<file path="config.mk">
export PLATFORM = sky130hd
export DESIGN_NAME = spatz_offload_buffer
export DESIGN_NICKNAME = d
export VERILOG_FILES = /design/src/rtl/riscv_pkg.sv /design/src/rtl/spatz_opcode_classify.sv /design/src/rtl/spatz_offload_buffer.sv
export SDC_FILE = /design/constraint.sdc
export NUM_CORES = 1
export LEC_CHECK = 0
export ABC_AREA = 1
export CORE_MARGIN = 8
export CORE_UTILIZATION = 55
export DETAILED_ROUTE_END_ITERATION = 8
export DONT_BUFFER_PORTS = 1
export PLACE_DENSITY = 0.74
export SLEW_MARGIN = 20
export SYNTH_ARGS = -nofsm -noshare
export SYNTH_HDL_FRONTEND = slang
export SYNTH_SLANG_ARGS = --single-unit
</file>
<file path="constraint.sdc">
create_clock -name clk_i -period 7.6 [get_ports clk_i]
set_input_delay 0 -clock clk_i [delete_from_list [all_inputs] [get_ports clk_i]]
set_output_delay 0 -clock clk_i [all_outputs]
set_load 0.02 [all_outputs]
</file>
<file path="src/rtl/riscv_pkg.sv">
// -----------------------------------------------------------------------------
// riscv_pkg
// Shared RISC-V definitions used by the Spatz offload path:
//   - instr_t        : raw 32-bit instruction word
//   - OPCODE_*       : major opcodes the vector unit accepts
//   - instr_class_e  : class tag carried with every queued instruction
//   - opcode_of()    : extracts the major opcode field
// -----------------------------------------------------------------------------
package riscv_pkg;

    typedef logic [31:0] instr_t;

    localparam logic [6:0] OPCODE_VEC      = 7'b1010111;
    localparam logic [6:0] OPCODE_LOAD_FP  = 7'b0000111;
    localparam logic [6:0] OPCODE_STORE_FP = 7'b0100111;
    localparam logic [6:0] OPCODE_SYSTEM   = 7'b1110011;

    typedef enum logic [1:0] {
        CLASS_VEC      = 2'd0,
        CLASS_LOAD_FP  = 2'd1,
        CLASS_STORE_FP = 2'd2,
        CLASS_SYSTEM   = 2'd3
    } instr_class_e;

    function automatic logic [6:0] opcode_of(input instr_t instr);
        return instr[6:0];
    endfunction

endpackage

</file>
<file path="src/rtl/spatz_opcode_classify.sv">
// -----------------------------------------------------------------------------
// spatz_opcode_classify
// Purely combinational decoder of the major opcode into an offload class.
// Ports:
//   instr_i     : instruction word under inspection
//   class_o     : class of the instruction (valid only when supported_o = 1)
//   supported_o : 1 when the opcode is one the vector unit handles
// -----------------------------------------------------------------------------
module spatz_opcode_classify
    import riscv_pkg::*;
(
    input  instr_t       instr_i,
    output instr_class_e class_o,
    output logic         supported_o
);

    // Only the opcode field matters; the rest is deliberately ignored.
    logic unused_instr_bits;
    assign unused_instr_bits = ^instr_i[31:7];

    always_comb begin
        class_o     = CLASS_VEC;
        supported_o = 1'b1;
        case (opcode_of(instr_i))
            OPCODE_VEC:      class_o = CLASS_VEC;
            OPCODE_LOAD_FP:  class_o = CLASS_LOAD_FP;
            OPCODE_STORE_FP: class_o = CLASS_STORE_FP;
            OPCODE_SYSTEM:   class_o = CLASS_SYSTEM;
            default:         supported_o = 1'b0;
        endcase
    end

endmodule

</file>
<file path="src/rtl/spatz_offload_buffer.sv">
// -----------------------------------------------------------------------------
// spatz_offload_buffer
// FIFO between the scalar core's offload port and the Spatz issue stage.
// Supported instructions are queued with their id and class; unsupported ones
// are accepted, dropped and reported through a one-cycle reject pulse.
//
// Parameters: Depth (1..64, any value, not only powers of two), IdWidth.
// Ports:
//   clk_i, rst_i                     : clock, asynchronous active-high reset
//   flush_i                          : discard every queued entry
//   instr_valid_i/ready_o, instr_i,
//   instr_id_i                       : offload request channel
//   issue_valid_o/ready_i, issue_instr_o,
//   issue_id_o, issue_class_o        : issue channel (registered outputs)
//   reject_valid_o, reject_id_o      : unsupported-opcode notification
//   empty_o, full_o, usage_o         : occupancy status
// Optional build feature:
//   SPATZ_OFFLOAD_STATS_EN adds stat_issued_o / stat_rejected_o, 32-bit
//   wrapping counters of issue handshakes and rejects (not cleared by flush).
// -----------------------------------------------------------------------------
module spatz_offload_buffer
    import riscv_pkg::*;
#(
    parameter int unsigned Depth   = 4,
    parameter int unsigned IdWidth = 5
) (
    input  logic                         clk_i,
    input  logic                         rst_i,
    input  logic                         flush_i,
    input  logic                         instr_valid_i,
    output logic                         instr_ready_o,
    input  logic [31:0]                  instr_i,
    input  logic [IdWidth-1:0]           instr_id_i,
    output logic                         issue_valid_o,
    input  logic                         issue_ready_i,
    output logic [31:0]                  issue_instr_o,
    output logic [IdWidth-1:0]           issue_id_o,
    output logic [1:0]                   issue_class_o,
    output logic                         reject_valid_o,
    output logic [IdWidth-1:0]           reject_id_o,
    output logic                         empty_o,
    output logic                         full_o,
    output logic [$clog2(Depth+1)-1:0]   usage_o
`ifdef SPATZ_OFFLOAD_STATS_EN
    ,
    output logic [31:0]                  stat_issued_o,
    output logic [31:0]                  stat_rejected_o
`endif
);

    localparam int unsigned PtrWidth   = (Depth > 1) ? $clog2(Depth) : 1;
    localparam int unsigned UsageWidth = $clog2(Depth + 1);

    // Storage: no reset, written only on push, read into the output stage.
    instr_t             instr_mem [Depth];
    logic [IdWidth-1:0] id_mem    [Depth];
    instr_class_e       class_mem [Depth];

    logic [PtrWidth-1:0]   rd_ptr_reg, wr_ptr_reg;
    logic [PtrWidth-1:0]   rd_ptr_inc, wr_ptr_inc, rd_ptr_next;
    logic [UsageWidth-1:0] usage_reg, usage_after_pop, usage_next;

    logic               issue_valid_reg;
    instr_t             issue_instr_reg, head_instr;
    logic [IdWidth-1:0] issue_id_reg, head_id;
    instr_class_e       issue_class_reg, head_class;

    logic               reject_valid_reg;
    logic [IdWidth-1:0] reject_id_reg;

    instr_class_e in_class;
    logic         in_supported;
    logic         full, system_hold, accept, push, reject, pop;

    spatz_opcode_classify u_classify (
        .instr_i     (instr_i),
        .class_o     (in_class),
        .supported_o (in_supported)
    );

    assign full = (usage_reg == UsageWidth'(Depth));

    // A System instruction acts as a barrier: it waits until everything
    // queued ahead of it has been issued.
    assign system_hold = instr_valid_i && in_supported && (in_class == CLASS_SYSTEM)
                         && (usage_reg != '0);

    // Ready depends only on the current occupancy, never on a same-cycle pop.
    assign instr_ready_o = !full && !flush_i && !system_hold;
    assign accept        = instr_valid_i && instr_ready_o;
    assign push          = accept && in_supported;
    assign reject        = accept && !in_supported;
    assign pop           = issue_valid_reg && issue_ready_i;

    // Explicit wrap so non-power-of-two depths work.
    assign rd_ptr_inc  = (rd_ptr_reg == PtrWidth'(Depth - 1)) ? '0 : rd_ptr_reg + 1'b1;
    assign wr_ptr_inc  = (wr_ptr_reg == PtrWidth'(Depth - 1)) ? '0 : wr_ptr_reg + 1'b1;
    assign rd_ptr_next = pop ? rd_ptr_inc : rd_ptr_reg;

    assign usage_after_pop = pop  ? usage_reg - 1'b1       : usage_reg;
    assign usage_next      = push ? usage_after_pop + 1'b1 : usage_after_pop;

    // Next head of queue for the output register. If the queue is empty once
    // this cycle's pop is done, the head can only be the entry being pushed
    // now (it is not yet in the array); otherwise it already sits in memory.
    always_comb begin
        head_instr = '0;
        head_id    = '0;
        head_class = CLASS_VEC;
        if (usage_after_pop == '0) begin
            if (push) begin
                head_instr = instr_i;
                head_id    = instr_id_i;
                head_class = in_class;
            end
        end else begin
            head_instr = instr_mem[rd_ptr_next];
            head_id    = id_mem[rd_ptr_next];
            head_class = class_mem[rd_ptr_next];
        end
    end

    always_ff @(posedge clk_i) begin
        if (push) begin
            instr_mem[wr_ptr_reg] <= instr_i;
            id_mem[wr_ptr_reg]    <= instr_id_i;
            class_mem[wr_ptr_reg] <= in_class;
        end
    end

    always_ff @(posedge clk_i or posedge rst_i) begin
        if (rst_i) begin
            rd_ptr_reg       <= '0;
            wr_ptr_reg       <= '0;
            usage_reg        <= '0;
            issue_valid_reg  <= 1'b0;
            issue_instr_reg  <= '0;
            issue_id_reg     <= '0;
            issue_class_reg  <= CLASS_VEC;
            reject_valid_reg <= 1'b0;
            reject_id_reg    <= '0;
        end else begin
            // Ready is low during flush, so reject is necessarily 0 then.
            reject_valid_reg <= reject;
            if (reject) begin
                reject_id_reg <= instr_id_i;
            end
            if (flush_i) begin
                rd_ptr_reg      <= '0;
                wr_ptr_reg      <= '0;
                usage_reg       <= '0;
                issue_valid_reg <= 1'b0;
                issue_instr_reg <= '0;
                issue_id_reg    <= '0;
                issue_class_reg <= CLASS_VEC;
            end else begin
                rd_ptr_reg      <= rd_ptr_next;
                wr_ptr_reg      <= push ? wr_ptr_inc : wr_ptr_reg;
                usage_reg       <= usage_next;
                issue_valid_reg <= (usage_next != '0);
                issue_instr_reg <= head_instr;
                issue_id_reg    <= head_id;
                issue_class_reg <= head_class;
            end
        end
    end

    assign issue_valid_o  = issue_valid_reg;
    assign issue_instr_o  = issue_instr_reg;
    assign issue_id_o     = issue_id_reg;
    assign issue_class_o  = issue_class_reg;
    assign reject_valid_o = reject_valid_reg;
    assign reject_id_o    = reject_id_reg;
    assign empty_o        = (usage_reg == '0);
    assign full_o         = full;
    assign usage_o        = usage_reg;

`ifdef SPATZ_OFFLOAD_STATS_EN
    logic [31:0] stat_issued_reg, stat_rejected_reg;

    // Statistics survive flush; only reset clears them.
    always_ff @(posedge clk_i or posedge rst_i) begin
        if (rst_i) begin
            stat_issued_reg   <= '0;
            stat_rejected_reg <= '0;
        end else begin
            if (pop) begin
                stat_issued_reg <= stat_issued_reg + 32'd1;
            end
            if (reject) begin
                stat_rejected_reg <= stat_rejected_reg + 32'd1;
            end
        end
    end

    assign stat_issued_o   = stat_issued_reg;
    assign stat_rejected_o = stat_rejected_reg;
`endif

endmodule

</file>
==> impl_metrics.csv <==
group,metric,value,unit
die,die-area,20400,sq um
global_route,grt_max_degree,80,
finish,largest_reg_flops,128,
finish,largest-register,"instr_mem",
timing,finClkSkew,0.0119,ns
timing,fmax,0.259,GHz
detailed_routing,ant_nets,0,
detailed_routing,via_count,5728,
clock_tree,clk_latency,0.49,ns
hold_path,hold_path.class,"input pin to flop",
job,drv_cap,0,
global_route,first_global_vias,5798,
timing,holdWs,0.0263,ns
clock_tree,cts_sinks,209,
clock_tree,clk_pin_slew,0.06,ns
timing,maxSlewHeadroom,0.300,
detailed_routing,wl,18900,microns
detailed_routing,via_per_inst,5.41,
timing,hold_violations,0,
placed_design,io_buffers,0,
placed_design,hpwl,10500,microns
finish,drive_gt1_frac,0.146,
die,ios,94,
worst_setup_path,crit_fanout,38,
worst_setup_path,cp-end-kind,"flop",
clock_tree,clk_path_buf_depth,3,
global_route,grt_pass1_wl,30200,microns
placed_design,gp_congestion,0.755,
synthesis,synth_seq_cells,209,
die,core-area,15800,sq um
synthesis,synth_top_area_share,0.528,
worst_setup_path,cp-startpoint,"usage_o[0]",
timing,setup_viol,0,
global_route,grt.total_usage,0.188,
clock_tree,hold_buffers,43,
worst_setup_path,arrival,4.24,ns
clock_tree,cts_made_buffers,21,
finish,instances_no_fill,1059,
detailed_routing,drt_iter0_drc,452,
worst_setup_path,worstPathRequired,7.97,ns
timing,fin_crit_sh,0.508,
finish,syn_to_final_growth,13.9,%
global_route,grt.overflow.total,0,
synthesis,postSynthCellCount,793,
synthesis,synth_top_area_cell,"edfxtp_1",
die,start_util,0.560,
clock_tree,post-cts-setup-buffers,0,
worst_setup_path,r2r-start,"usage_o[0]",
clock_tree,cts_root_buffer,"clkbuf_16",
detailed_routing,wl_per_cell,17.9,microns
timing,fin_tns_setup,0,ns
finish,final_util,0.638,
die,die_w,143,microns
worst_setup_path,critPathKind,"flop to flop",
synthesis,synth_area_leaders,"edfxtp_1 (53%), dfrtp_1 (15%), nand2_1 (12%)",
worst_setup_path,startpoint_type,"flop",
power_and_ir_drop,power_density,332,nW/um^2
clock_tree,cts.htree.levels,1,
synthesis,synth_cell_types,28,
synthesis,syn_avg_cell_area,11.2,sq um
timing,worst_pin_slew,1.05,ns
die,rows,46,
detailed_routing,drc_errors,0,
global_route,antenna_found_initial,1,
timing,finalMaxSlewViolations,0,
clock_tree,cts_tree,"built",
synthesis,seq_area_frac_synth,0.678,
synthesis,syn_area,8870,sq um
run_status,status,"finished, final reports clean",
power_and_ir_drop,vdd_drop_max,299,uV
power_and_ir_drop,p_leak,4.03,nW
clock_tree,cts-resized-gates,0,
die,fp.dieH,143,microns
placed_design,place_inst,978,
synthesis,synth_fp_nets,844,
synthesis,yosysWarnings,0,
timing,rsz0062_at_grt,"false",
detailed_routing,firstDrtPassIters,5,
finish,num-nets-final,879,
hold_path,worstHoldStart,"instr_i[3]",
timing,min_period,3.86,ns
==> placed cells by master (no fill, tap or decap), types with 2 or more instances in the layout <==
| master | count |
|---|---|
| nand2_1 | 289 |
| edfxtp_1 | 156 |
| nand3_1 | 89 |
| dfrtp_1 | 53 |
| dlygate4sd3_1 | 43 |
| inv_1 | 32 |
| nand2_2 | 32 |
| a21oi_2 | 25 |
| clkbuf_16 | 21 |
| nor2_1 | 17 |
| a21oi_1 | 15 |
| ha_1 | 9 |
| buf_4 | 9 |
| inv_2 | 6 |
| clkinv_2 | 5 |
| o21ai_0 | 4 |
| nor2_4 | 4 |
| o21ai_1 | 4 |
| clkbuf_8 | 4 |
| nor2_2 | 3 |
| nor3_2 | 3 |
| bufinv_16 | 3 |
| nand2_4 | 2 |
| clkinv_1 | 2 |
| nor3_1 | 2 |
| clkbuf_1 | 2 |
==> cell families (layout without fill, tap and decap cells) <==
logic type	after synthesis	after routing	synth area share
and+or+nand+nor	444	444	0.218
DFF	209	209	0.678
buffers and inverters	80	129	0.0507
AOI/OAI and AO/OA	50	50	0.0396
adders and majority gates	9	9	0.0127
xor gates and xnor gates	1	1	0.000988
other	0	1	0
==> layout make-up <==
class / count / area (sq um)
antenna: 1 / 2.50
inverter: 40 / 158
sequential: 209 / 6010
timing repair buffer: 52 / 498
clock buffer: 27 / 588
tap: 216 / 270
multi-input combinational: 504 / 2450
clock inverter: 10 / 126
fill: 1218 / 5730
==> routing by layer <==
metal | routed length, microns | up-vias | track usage
met5 | 0 | - | 0
met4 | 314 | 0 | 0.0515
met3 | 1480 | 25 | 0.0447
met2 | 9060 | 191 | 0.303
met1 | 8060 | 2808 | 0.250
li1 | - | 2704 | -
==> critical path, stage by stage, from the launching register on <==
cell and delay (ns):
dfrtp_1 0.49, inv_1 0.11, ha_1 0.30, o21ai_0 0.24, inv_1 0.11, ha_1 0.20, nand2_2 0.66, inv_2 0.67
a21oi_1 0.35, nor3_2 0.05, dlygate4sd3_1 0.56
==> metrics by stage <==
stage / power (mW) / worst slack, ns / cell area, sq um
2_1_floorplan: 2.17 / 4.10 / 8870
3_3_place_gp: 2.28 / 4.37 / 8950
3_5_place_dp: 2.30 / 4.29 / 8950
4_1_cts: 3.39 / 3.69 / 10100
5_1_grt: 3.54 / 3.45 / 10100
6_report: 3.36 / 3.74 / 10100
==> cell usage after synthesis <==
cell type / count
nand2_1: 290
ha_1: 9
nor2_2: 3
nor2_8: 1
nand2_8: 1
o21ai_1: 4
inv_8: 1
dfrtp_1: 53
buf_2: 17
nand2_4: 2
buf_12: 3
clkbuf_1: 8
buf_4: 5
nand3_1: 89
a21oi_1: 15
o21ai_0: 4
xor2_1: 1
nor2_1: 21
nor3_2: 3
nand2_2: 31
o21ai_2: 2
nor3_1: 2
a21oi_2: 25
nand3b_1: 1
inv_2: 5
inv_1: 34
buf_6: 7
edfxtp_1: 156
==> final timing paths <==
kind	endpoint	slack (ns)	cells past startpoint
max	issue_class_o[0]	3.74	10
min	reject_valid_o	0.03	4
max reg2reg	issue_class_o[0]	3.74	10
min reg2reg	wr_ptr_reg[1]	0.58	2
max in group asynchronous	reject_id_o[2]	6.93	3
min in group asynchronous	issue_instr_o[17]	0.19	3
==> where the power goes <==
group          internal, mW  leakage (nW)  switching [mW]
Clock                 0.647         0.354           0.409
Combinational         0.217          1.57           0.529
Sequential             1.34          2.10           0.213
Total                  2.21          4.03            1.15
No activity file was read; power rests on OpenSTA's default activity.
